**config.mk**
```make
export PLATFORM = sky130hd
export DESIGN_NAME = demux14
export DESIGN_NICKNAME = d
export VERILOG_FILES = /design/src/rtl/demux14_pkg.sv /design/src/rtl/demux14_slot.sv /design/src/rtl/demux14.sv
export SDC_FILE = /design/constraint.sdc
export NUM_CORES = 1
export LEC_CHECK = 0
export BUFFER_PORTS_ARGS = -buffer_cell sky130_fd_sc_hd__buf_2
export CORE_ASPECT_RATIO = 1.4
export CORE_MARGIN = 2
export CORE_UTILIZATION = 43
export CTS_CLUSTER_DIAMETER = 50
export DETAILED_ROUTE_END_ITERATION = 8
export PLACE_DENSITY_LB_ADDON = 0.3
export REMOVE_ABC_BUFFERS = 1
export SLEW_MARGIN = 20
export SYNTH_ARGS = -nofsm -noshare
export SYNTH_HDL_FRONTEND = slang
export SYNTH_SLANG_ARGS = --single-unit
```
**constraint.sdc**
```tcl
create_clock -name clk -period 1.07 [get_ports clk]
set_input_delay 0.107 -clock clk [delete_from_list [all_inputs] [get_ports clk]]
set_output_delay 0.107 -clock clk [all_outputs]
set_load 0.03 [all_outputs]
```
**src/rtl/demux14_pkg.sv**
```systemverilog
// Shared constants and slot state encoding for the demux14 1-to-4 demultiplexer.
// Build option: DEMUX14_COUNT_EN adds per-channel accept counters to demux14.
package demux14_pkg;

  localparam int WIDTH_DEF = 8;
  localparam int CNT_W_DEF = 8;
  localparam int NUM_CH    = 4;

  typedef enum logic {
    SLOT_EMPTY = 1'b0,
    SLOT_FULL  = 1'b1
  } slot_state_t;

endpackage

```
**src/rtl/demux14_slot.sv**
```systemverilog
// One-entry output slot: holds a word until the downstream consumer takes it.
// The current slot state is exported on the state port.
module demux14_slot
  import demux14_pkg::*;
#(
  parameter int WIDTH = WIDTH_DEF
) (
  input  logic             clk,
  input  logic             rst,
  input  logic             wr_en,
  input  logic [WIDTH-1:0] wr_data,
  input  logic             ready,
  output logic [WIDTH-1:0] data,
  output logic             valid,
  output slot_state_t      state
);

  slot_state_t state_q, state_d;
  logic [WIDTH-1:0] data_q;

  always_ff @(posedge clk) begin
    if (rst) begin
      state_q <= SLOT_EMPTY;
      data_q  <= '0;
    end else begin
      state_q <= state_d;
      if (wr_en) data_q <= wr_data;
    end
  end

  // A write into a FULL slot only arrives together with a drain, so it stays FULL.
  always_comb begin
    state_d = state_q;
    case (state_q)
      SLOT_EMPTY: if (wr_en) state_d = SLOT_FULL;
      SLOT_FULL:  if (ready && !wr_en) state_d = SLOT_EMPTY;
      default:    state_d = SLOT_EMPTY;
    endcase
  end

  always_comb begin
    valid = (state_q == SLOT_FULL);
    data  = data_q;
    state = state_q;
  end

endmodule

```
**src/rtl/demux14.sv**
```systemverilog
// 1-to-4 demultiplexer with a one-entry slot per channel, routed by {s0,s1}.
// Build option: DEMUX14_COUNT_EN adds cnt0..cnt3 accept counters.
module demux14
  import demux14_pkg::*;
#(
  parameter int WIDTH = WIDTH_DEF,
  parameter int CNT_W = CNT_W_DEF
) (
  input  logic             clk,
  input  logic             rst,
  input  logic             s0,
  input  logic             s1,
  input  logic [WIDTH-1:0] din,
  input  logic             in_valid,
  output logic             in_ready,
  output logic [WIDTH-1:0] y0,
  output logic [WIDTH-1:0] y1,
  output logic [WIDTH-1:0] y2,
  output logic [WIDTH-1:0] y3,
  output logic             v0,
  output logic             v1,
  output logic             v2,
  output logic             v3,
  input  logic             r0,
  input  logic             r1,
  input  logic             r2,
  input  logic             r3
`ifdef DEMUX14_COUNT_EN
  ,
  output logic [CNT_W-1:0] cnt0,
  output logic [CNT_W-1:0] cnt1,
  output logic [CNT_W-1:0] cnt2,
  output logic [CNT_W-1:0] cnt3
`endif
);

  // Handshake: a word moves on any rising edge where valid && ready are both 1
  // (in_valid/in_ready upstream, vN/rN downstream); valid never waits on ready,
  // and a valid word with its data is held unchanged until it is taken.

  logic [1:0]       sel;
  logic             accept;
  logic [NUM_CH-1:0] rdy_vec;
  logic [NUM_CH-1:0] wr_vec;
  logic [NUM_CH-1:0] vld_vec;
  logic [WIDTH-1:0] y_arr [NUM_CH];
  slot_state_t      st_arr [NUM_CH];

  assign sel     = {s0, s1};
  assign rdy_vec = {r3, r2, r1, r0};

  // Refill of a FULL slot is allowed in the same cycle it drains.
  assign in_ready = (st_arr[sel] == SLOT_EMPTY) || rdy_vec[sel];
  assign accept   = in_valid && in_ready;

  for (genvar i = 0; i < NUM_CH; i++) begin : g_slot
    assign wr_vec[i] = accept && (sel == 2'(i));
    demux14_slot #(.WIDTH(WIDTH)) u_slot (
      .clk     (clk),
      .rst     (rst),
      .wr_en   (wr_vec[i]),
      .wr_data (din),
      .ready   (rdy_vec[i]),
      .data    (y_arr[i]),
      .valid   (vld_vec[i]),
      .state   (st_arr[i])
    );
  end

  assign y0 = y_arr[0];
  assign y1 = y_arr[1];
  assign y2 = y_arr[2];
  assign y3 = y_arr[3];
  assign v0 = vld_vec[0];
  assign v1 = vld_vec[1];
  assign v2 = vld_vec[2];
  assign v3 = vld_vec[3];

`ifdef DEMUX14_COUNT_EN
  logic [CNT_W-1:0] cnt_q [NUM_CH];

  for (genvar i = 0; i < NUM_CH; i++) begin : g_cnt
    always_ff @(posedge clk) begin
      if (rst)            cnt_q[i] <= '0;
      else if (wr_vec[i]) cnt_q[i] <= cnt_q[i] + CNT_W'(1);
    end
  end

  assign cnt0 = cnt_q[0];
  assign cnt1 = cnt_q[1];
  assign cnt2 = cnt_q[2];
  assign cnt3 = cnt_q[3];
`endif

endmodule

```
==> run metrics, run 1 <==
Fin Clk Skew about 6.0 ps; Area Growth Syn to Fin 38.6%; Vias around 1200; register area a little over 700 µm²; flop2flop setup slack -70 ps; Hold Path Class input port to register; most frequent cell after synthesis nand2b_1; CTS Root Cell clkbuf_8; Iteration-0 DRC Markers 21; min-delay src din[3]; initial antenna violation count 0; Synth area leader dfxtp_1; Setup crit start g_slot[0].u_slot.state; global-route wire length before repair around 4900 µm; number of synthesized flops with an enable pin 0; CP bufs+invs 1; hold worst-path end g_slot[0].u_slot.data[3]; IO buf count 53; setup repair after global routing missed its margin true; share of flip-flops with an asynchronous set or reset 0%; clock sink total 36; Setup crit end kind output port; Clock Latency Late Sink approximately 280 ps; CTS clk-pin slew, worst paths roughly 70 ps; IO Count 54; area of the multi-input gates roughly 730 µm²; Worst slew margin between 80% and 90%; hold depth 3; setup_tns -1040 ps; Startpoint Class register; Seq/Total Area, Yosys roughly half; worst r2r src g_slot[0].u_slot.state; P_leak 1.04 nW; # nets final about 220; reg2reg path depth 5; chip height approximately 73 µm; H-tree depth 2; placed insts between 200 and 250; top-area cell type share of the netlist area about half; Synth Flop Type dfxtp_1; Rows 25; Die Area ~4000 µm²; top cells by count, synth 45 x nand2b_1, 36 x dfxtp_1, 32 x mux2i_1, 4 x a21oi_1, 4 x clkbuf_1; Die X 53.3 µm; required time of the worst setup path 960 ps; failing checks negative setup slack; TritonCTS clock tree built; final hold vios 0; Final ANT Viol Nets 0; family with the most delay on the worst path multiplexers; fraction of layout cells with a size suffix above 1 between 40 and 50%; fin crit period approximately 1400 ps; Core ar. approximately 3300 µm²; Vias/cell 4.79; 1st-pass router iterations 6; Mapped Cells 133; Crit. path cell count 3; grt ovf 0; Yosys reg bits 36; Area contributors post-synth dfxtp_1 49%, mux2i_1 22%, nand2b_1 19%; fin cells between 200 and 250; final setup vio count 24; Filler Cells Inserted around 300; syn_area_per_cell between 10 and 15 µm²; number of distinct library cells after synthesis 14; Residual DRC 0; Power Total roughly 2.8 mW; cts hold-fix bufs 0; Mapped Area around 1500 µm²; status finished with violations; Worst-Margin Slew ~200 ps; Max Root-Sink Buffers 2; slowest CP cell mux4_2; CP Data Arrival Time around 1300 ps; maxcap violations 0; CTS Buf Count 5; fin worst setup slack -372 ps; n_diodes 0; vias in the first global route 1099; classification of the worst setup path register to output port; Pins Over Slew Limit 0; fmax just under 700 MHz; initial core utilization between 40 and 50%; crit-path cells nand2b_1, mux4_2, buf_6; post-layout util about three fifths; GRT Total Usage between 10% and 20%; DR WL/cell between 10 and 15 µm; yosys warns 0; CP max FO 3; PD cells approximately 1400 nW/µm²; period utilization 135%; Routed WL 3250 µm; Max rail drop VDD 1.10 mV; dpl hpwl ~2300 µm; GP Congestion ~0.7; pin count of the biggest net entering global routing 45; CP max stage delay around 470 ps; worst r2r dst g_slot[0].u_slot.data[4]
flip-flops by register name (all words and copies together) (netlist names):
| name | flops |
|---|---|
| g_slot.u_slot.data | 32 |
| g_slot.u_slot.state | 4 |
what timing repair did:
item,4_1_cts,5_1_grt
setup buffers,0,2
resized for setup,12,7
setup endpoints to repair,27,37
pin swaps,4,4
endpoints found under the hold margin,0,0
cells by family after synthesis:
group | count (synthesis) | synth area share (%)
multiplexers | 33 | 23.7
flip-flops | 36 | 49.3
AO/OA/AOI/OAI | 4 | 1.37
AND/OR/NAND/NOR | 52 | 22.8
buffers and inverters | 8 | 2.82
through the flow:
stage	hold slack, ps	instance area, µm²	setup slack, ps
final	157	2030	-372
after global routing	168	2030	-404
after CTS	148	1980	-389
after detailed placement	451	1860	-164
after global placement	436	1860	-118
after floorplan	176	1420	-316
layout by cell type, fill, tap and decap left out, drive strengths merged, types with 2 or more instances in the layout:
master	synthesis	routed
a21oi	4	4
buf	4	70
clkbuf	4	6
clkinv	0	2
dfxtp	36	36
mux2i	32	32
nand2b	45	45
nand4b	2	2
power by group:
part           leakage, nW  total, mW  internal (mW)  switching, mW
clock               0.0510      0.975          0.513          0.462
sequential           0.294       1.41           1.39         0.0235
combinational        0.693      0.398          0.172          0.226
layer usage:
layer / vias to the layer above / GRT usage (%) / share of wire (%)
met5: - / 0 / 0
met4: 0 / 7.69 / 1.6
met3: 7 / 6.56 / 7.1
met2: 38 / 29.2 / 50
met1: 539 / 19.9 / 41
li1: 581 / - / -
worst register-to-register path, cell delays in order (launching register included):
cell	delay [ps]
dfxtp_2	330
nor2b_2	150
buf_4	130
nor3_2	140
buf_4	160
mux2i_1	170
worst max-delay path by stage:
stage	to	slack [ps]
after global placement	g_slot[0].u_slot.data[2]	-120
after floorplan	in_ready	-320
after CTS	in_ready	-390
after detailed placement	g_slot[0].u_slot.data[2]	-160
after global routing	in_ready	-400
final	in_ready	-370
cell type report:
type / count / area share, %
timing repair buffer: 70 / 21.2
clock inverter: 2 / 0.494
tap: 40 / 2.47
clock buffer: 6 / 4.08
multi-input combinational: 89 / 35.9
sequential: 36 / 35.8
(Power assumes the default switching activity.)
==> run 2, diff against run 1 <==
- SETUP_SLACK_MARGIN: not set -> 0.2
==> run metrics, run 2 (same netlist as run 1, synthesis figures left out) <==
status finished with violations; failing checks negative setup slack; pin count of the biggest net entering global routing 45 (unchanged); period utilization 134% (-0.40 points); final instance area 2360 µm² (+16%); cts hold-fix bufs 0 (unchanged); CTS Buf Count 5 (unchanged); DR WL/cell 14.5 µm (+8.4%); CP bufs+invs 1 (unchanged); max FFs per register 32 (unchanged); initial antenna violation count 0 (unchanged); H-tree depth 2 (unchanged); dpl hpwl 2350 µm (unchanged); Fin Clk Skew 7.48 ps (+1.53 ps); Core ar. 3320 µm² (unchanged); Filler Cells Inserted 263 (-13%); fin worst setup slack -368 ps (+4.32 ps); fmax 696 MHz (+0.30%); Area after DPL 1860 µm² (unchanged); Iteration-0 DRC Markers 32 (+52%); family with the most delay on the worst path multiplexers; hold depth 3 (unchanged); final setup vio count 35 (+46%); most common cell after layout, fill and taps aside nand2b_1; PD cells 1220 nW/µm² (-11%); Vias 1217 (+4.5%); register area 766 µm² (+5.5%); vias in the first global route 1212 (+10%); Startpoint Class register; chip height 73.0 µm (unchanged); slowest CP cell mux4_2; clock sink total 36 (unchanged); Clock Latency Late Sink 290 ps (about the same); fin crit period 1440 ps (-4.32 ps); TritonCTS clock tree built; n_diodes 0 (unchanged); Worst-Margin Slew 302 ps (+98.1 ps); Rows 25 (unchanged); Die Area 3890 µm² (unchanged); fraction of layout cells with a size suffix above 1 62.1% (+17 points); Area Growth Syn to Fin 61.4%; CP max stage delay 480 ps (about the same); crit-path cells nand2b_4, mux4_2, buf_6; initial core utilization 44.1% (unchanged); 1st-pass router iterations 4 (-2); global-route wire length before repair 5530 µm (+12%); Pins Over Slew Limit 0 (unchanged); CP max FO 2 (-1); Die X 53.3 µm (unchanged); Residual DRC 0 (unchanged); IO buf count 53 (unchanged); Final ANT Viol Nets 0 (unchanged); GRT Total Usage 19.7% (+2.0 points); grt ovf 0 (unchanged); final hold vios 0 (unchanged); GP Congestion 0.702 (unchanged); CTS Root Cell clkbuf_8; classification of the worst setup path register to output port; Hold WS 157 ps (-0.0120 ps); Crit. path cell count 3 (unchanged); Hold Path Class input port to register; P_leak 1.13 nW (+8.3%); CP Data Arrival Time 1330 ps (about the same); IO Count 54 (unchanged); Max Root-Sink Buffers 2 (unchanged); commonest non-fill, non-tap cells in the layout 44 x nand2b_1, 43 x buf_6, 36 x dfxtp_2, 32 x mux2i_1; CTS clk-pin slew, worst paths 70 ps (about the same); Vias/cell 4.85 (+1.1%); Routed WL 3640 µm (+12%); Worst slew margin 79.8% (-6.6 points); Max rail drop VDD 1.28 mV (+16%); maxcap violations 0 (unchanged); # nets final 227 (+3.7%); reg2reg path depth 4 (-1); area of the multi-input gates 733 µm² (+0.86%); Setup crit end kind output port; required time of the worst setup path 960 ps (about the same); setup repair after global routing missed its margin true
==> run 2: cell count changes in the layout (fill, tap and decap cells not counted), sizes merged <==
cell	before	now
buf	70	78
==> run 2: worst register-to-register path: stages (launching register included) <==
cell     delay, ps
dfxtp_2        320
buf_4          130
nor2b_4        120
or3_4          390
mux2i_1        150
==> run 2: layout make-up <==
class / count / area share [%]
Clock inverter: 2 / 0.424
Multi-Input combinational cell: 89 / 31.1
Sequential cell: 36 / 32.5
Tap cell: 40 / 2.12
Clock buffer: 6 / 3.50
Timing Repair Buffer: 78 / 30.4
==> run 2: timing repair <==
action                                  CTS  global route
gates cloned                              0             0
pin swaps                                 7             1
buffers inserted                          1             9
resized for setup                       119             6
endpoints found under the setup margin   73            72
==> run 2: worst paths after layout <==
check,start,end,slack [ps]
hold reg to reg,g_slot[3].u_slot.data[7],g_slot[3].u_slot.data[7],480
setup reg to reg,g_slot[0].u_slot.state,g_slot[0].u_slot.data[2],-160
hold / removal,din[3],g_slot[0].u_slot.data[3],160
setup / recovery,g_slot[3].u_slot.state,in_ready,-370
==> run 2: metrics by stage <==
stage / setup TNS [ps] / power, mW / cells / setup slack, ps / util, %
final: -2870 / 2.89 / 251 / -368 / 71.1
after global routing: -4830 / 3.00 / 251 / -394 / 71.1
after CTS: -2200 / 2.90 / 242 / -378 / 68.4
after detailed placement: -1260 / 1.82 / 233 / -164 / 56.1
after global placement: -883 / 1.81 / 233 / -118 / 56.1
after floorplan: -6380 / 1.66 / 125 / -316 / -
==> run 2: routing by layer <==
metal | up-vias | GRT usage [%] | wire, µm
met3 | 7 | 6.56 | 225
met5 | - | 0 | 0
met1 | 574 | 21.5 | 1440
li1 | 596 | - | -
met4 | 0 | 7.69 | 51
met2 | 40 | 34.2 | 1920
==> run 2: report_power, final <==
| group | internal, mW | switching, mW |
|---|---|---|
| Sequential | 1.40 | 0.0342 |
| Combinational | 0.239 | 0.236 |
| Clock | 0.513 | 0.468 |
| Total | 2.15 | 0.738 |
==> run 3, diff against run 2 <==
==> constraint.sdc (replaced) <==
create_clock -name clk -period 1.07 [get_ports clk]
set_input_delay 0.107 -clock clk [delete_from_list [all_inputs] [get_ports clk]]
set_output_delay 0.107 -clock clk [all_outputs]
set_load 0.05 [all_outputs]
==> run metrics, run 3 (same netlist as run 1, synthesis figures left out) <==
status finished with violations; failing checks negative setup slack; family with the most delay on the worst path multiplexers; GRT Total Usage 21.2% (+1.5 points); Iteration-0 DRC Markers 18 (-44%); Worst-Margin Slew 184 ps (-118 ps); IO Count 54 (unchanged); Power Total 3.05 mW (+5.6%); most common cell after layout, fill and taps aside nand2b_1; Residual DRC 0 (unchanged); pin count of the biggest net entering global routing 36 (-20%); crit-path cells nand2b_1, mux4_2, buf_8; Fin Clk Skew 2.00 ps (-5.48 ps); global-route wire length before repair 5990 µm (+8.4%); fin worst setup slack -412 ps (-44.9 ps); fin crit period 1480 ps (+44.9 ps); CP Data Arrival Time 1380 ps (+50 ps); CP max FO 2 (unchanged); cts hold-fix bufs 0 (unchanged); CP max stage delay 510 ps (+30 ps); Die X 53.3 µm (unchanged); chip height 73.0 µm (unchanged); Worst slew margin 87.6% (+7.8 points); slowest CP cell mux4_2; n_diodes 0 (unchanged); Rows 25 (unchanged); Startpoint Class register; Filler Cells Inserted 224 (-15%); required time of the worst setup path 960 ps (about the same); final hold vios 0 (unchanged); final instance area 2540 µm² (+7.7%); IO buf count 53 (unchanged); dpl hpwl 2460 µm (+5.0%); Clock Latency Late Sink 290 ps (about the same); Area after DPL 1860 µm² (unchanged); Final ANT Viol Nets 0 (unchanged); DR WL/cell 14.6 µm (+0.76%); CTS clk-pin slew, worst paths 70 ps (about the same); GP Congestion 0.759 (+8.1%); fmax 675 MHz (-3.0%); commonest non-fill, non-tap cells in the layout 45 x nand2b_1, 36 x dfxtp_2, 36 x buf_8, 32 x mux2i_1, 18 x buf_4; P_leak 1.18 nW (+4.4%); initial antenna violation count 0 (unchanged); PD cells 1200 nW/µm² (-2.0%); initial core utilization 44.1% (unchanged); Setup crit end kind output port; CTS Root Cell clkbuf_8; pre-CTS setup slack -200 ps (-35.7 ps); H-tree depth 2 (unchanged); period utilization 139% (+4.2 points); max FFs per register 32 (unchanged); final setup vio count 34 (-2.9%); Pins Over Slew Limit 0 (unchanged); Vias 1223 (+0.49%); Area Growth Syn to Fin 73.9%; Vias/cell 4.80 (-1.1%); setup_tns -3660 ps (-788 ps); Hold Path Class input port to register; Die Area 3890 µm² (unchanged); CP bufs+invs 1 (unchanged); CTS Buf Count 5 (unchanged); Routed WL 3730 µm (+2.4%); classification of the worst setup path register to output port; Max Root-Sink Buffers 2 (unchanged); setup repair after global routing missed its margin true; # nets final 231 (+1.8%); fraction of layout cells with a size suffix above 1 61.9% (-0.22 points); clock sink total 36 (unchanged); maxcap violations 0 (unchanged); grt ovf 0 (unchanged); Max rail drop VDD 1.16 mV (-9.1%); Core ar. 3320 µm² (unchanged); vias in the first global route 1311 (+8.2%); 1st-pass router iterations 4 (unchanged); TritonCTS clock tree built; Hold WS 95.5 ps (-61.5 ps)
[run 3: per-stage QoR]
| stage | cells | utilization (%) |
|---|---|---|
| CTS | 246 | 73.0 |
| global route | 255 | 76.6 |
| floorplan | 125 | - |
| global placement | 233 | 56.1 |
| finish | 255 | 76.6 |
| detailed placement | 233 | 56.1 |
[run 3: timing repair]
action	4_1_cts	5_1_grt
resized for setup	152	15
setup endpoints to repair	73	73
setup buffers	5	9
pin swaps	7	2
[run 3: area by class of cell]
cell class | instances | area, µm² | share of cell area [%]
Clock buffer | 7 | 86.3 | 3.40
Sequential cell | 36 | 766 | 30.1
Timing Repair Buffer | 82 | 900 | 35.4
Multi-Input combinational cell | 89 | 732 | 28.8
Tap cell | 40 | 50.0 | 1.97
Clock inverter | 1 | 7.51 | 0.295
[run 3: layer usage]
metal	part of all wire [%]	vias to the layer above	routed length, µm	track usage (%)
li1	-	604	-	-
met1	39	569	1460	23.9
met2	53	41	1990	37.3
met5	0	-	0	0
met4	2.6	0	98	8.83
met3	4.9	9	183	4.71
[run 3: where the power goes]
part / internal (mW) / switching [mW]
Sequential: 1.40 / 0.0424
Clock: 0.523 / 0.490
Combinational: 0.285 / 0.313
Total: 2.21 / 0.844
[run 3: path summary, 6_finish.rpt]
path	from	to	slack, ps	cells after the start
hold / removal	rst	g_slot[1].u_slot.state	100	2
setup reg to reg	g_slot[0].u_slot.state	g_slot[0].u_slot.data[3]	-180	4
hold reg to reg	g_slot[3].u_slot.data[5]	g_slot[3].u_slot.data[5]	490	2
setup / recovery	g_slot[3].u_slot.state	in_ready	-410	3
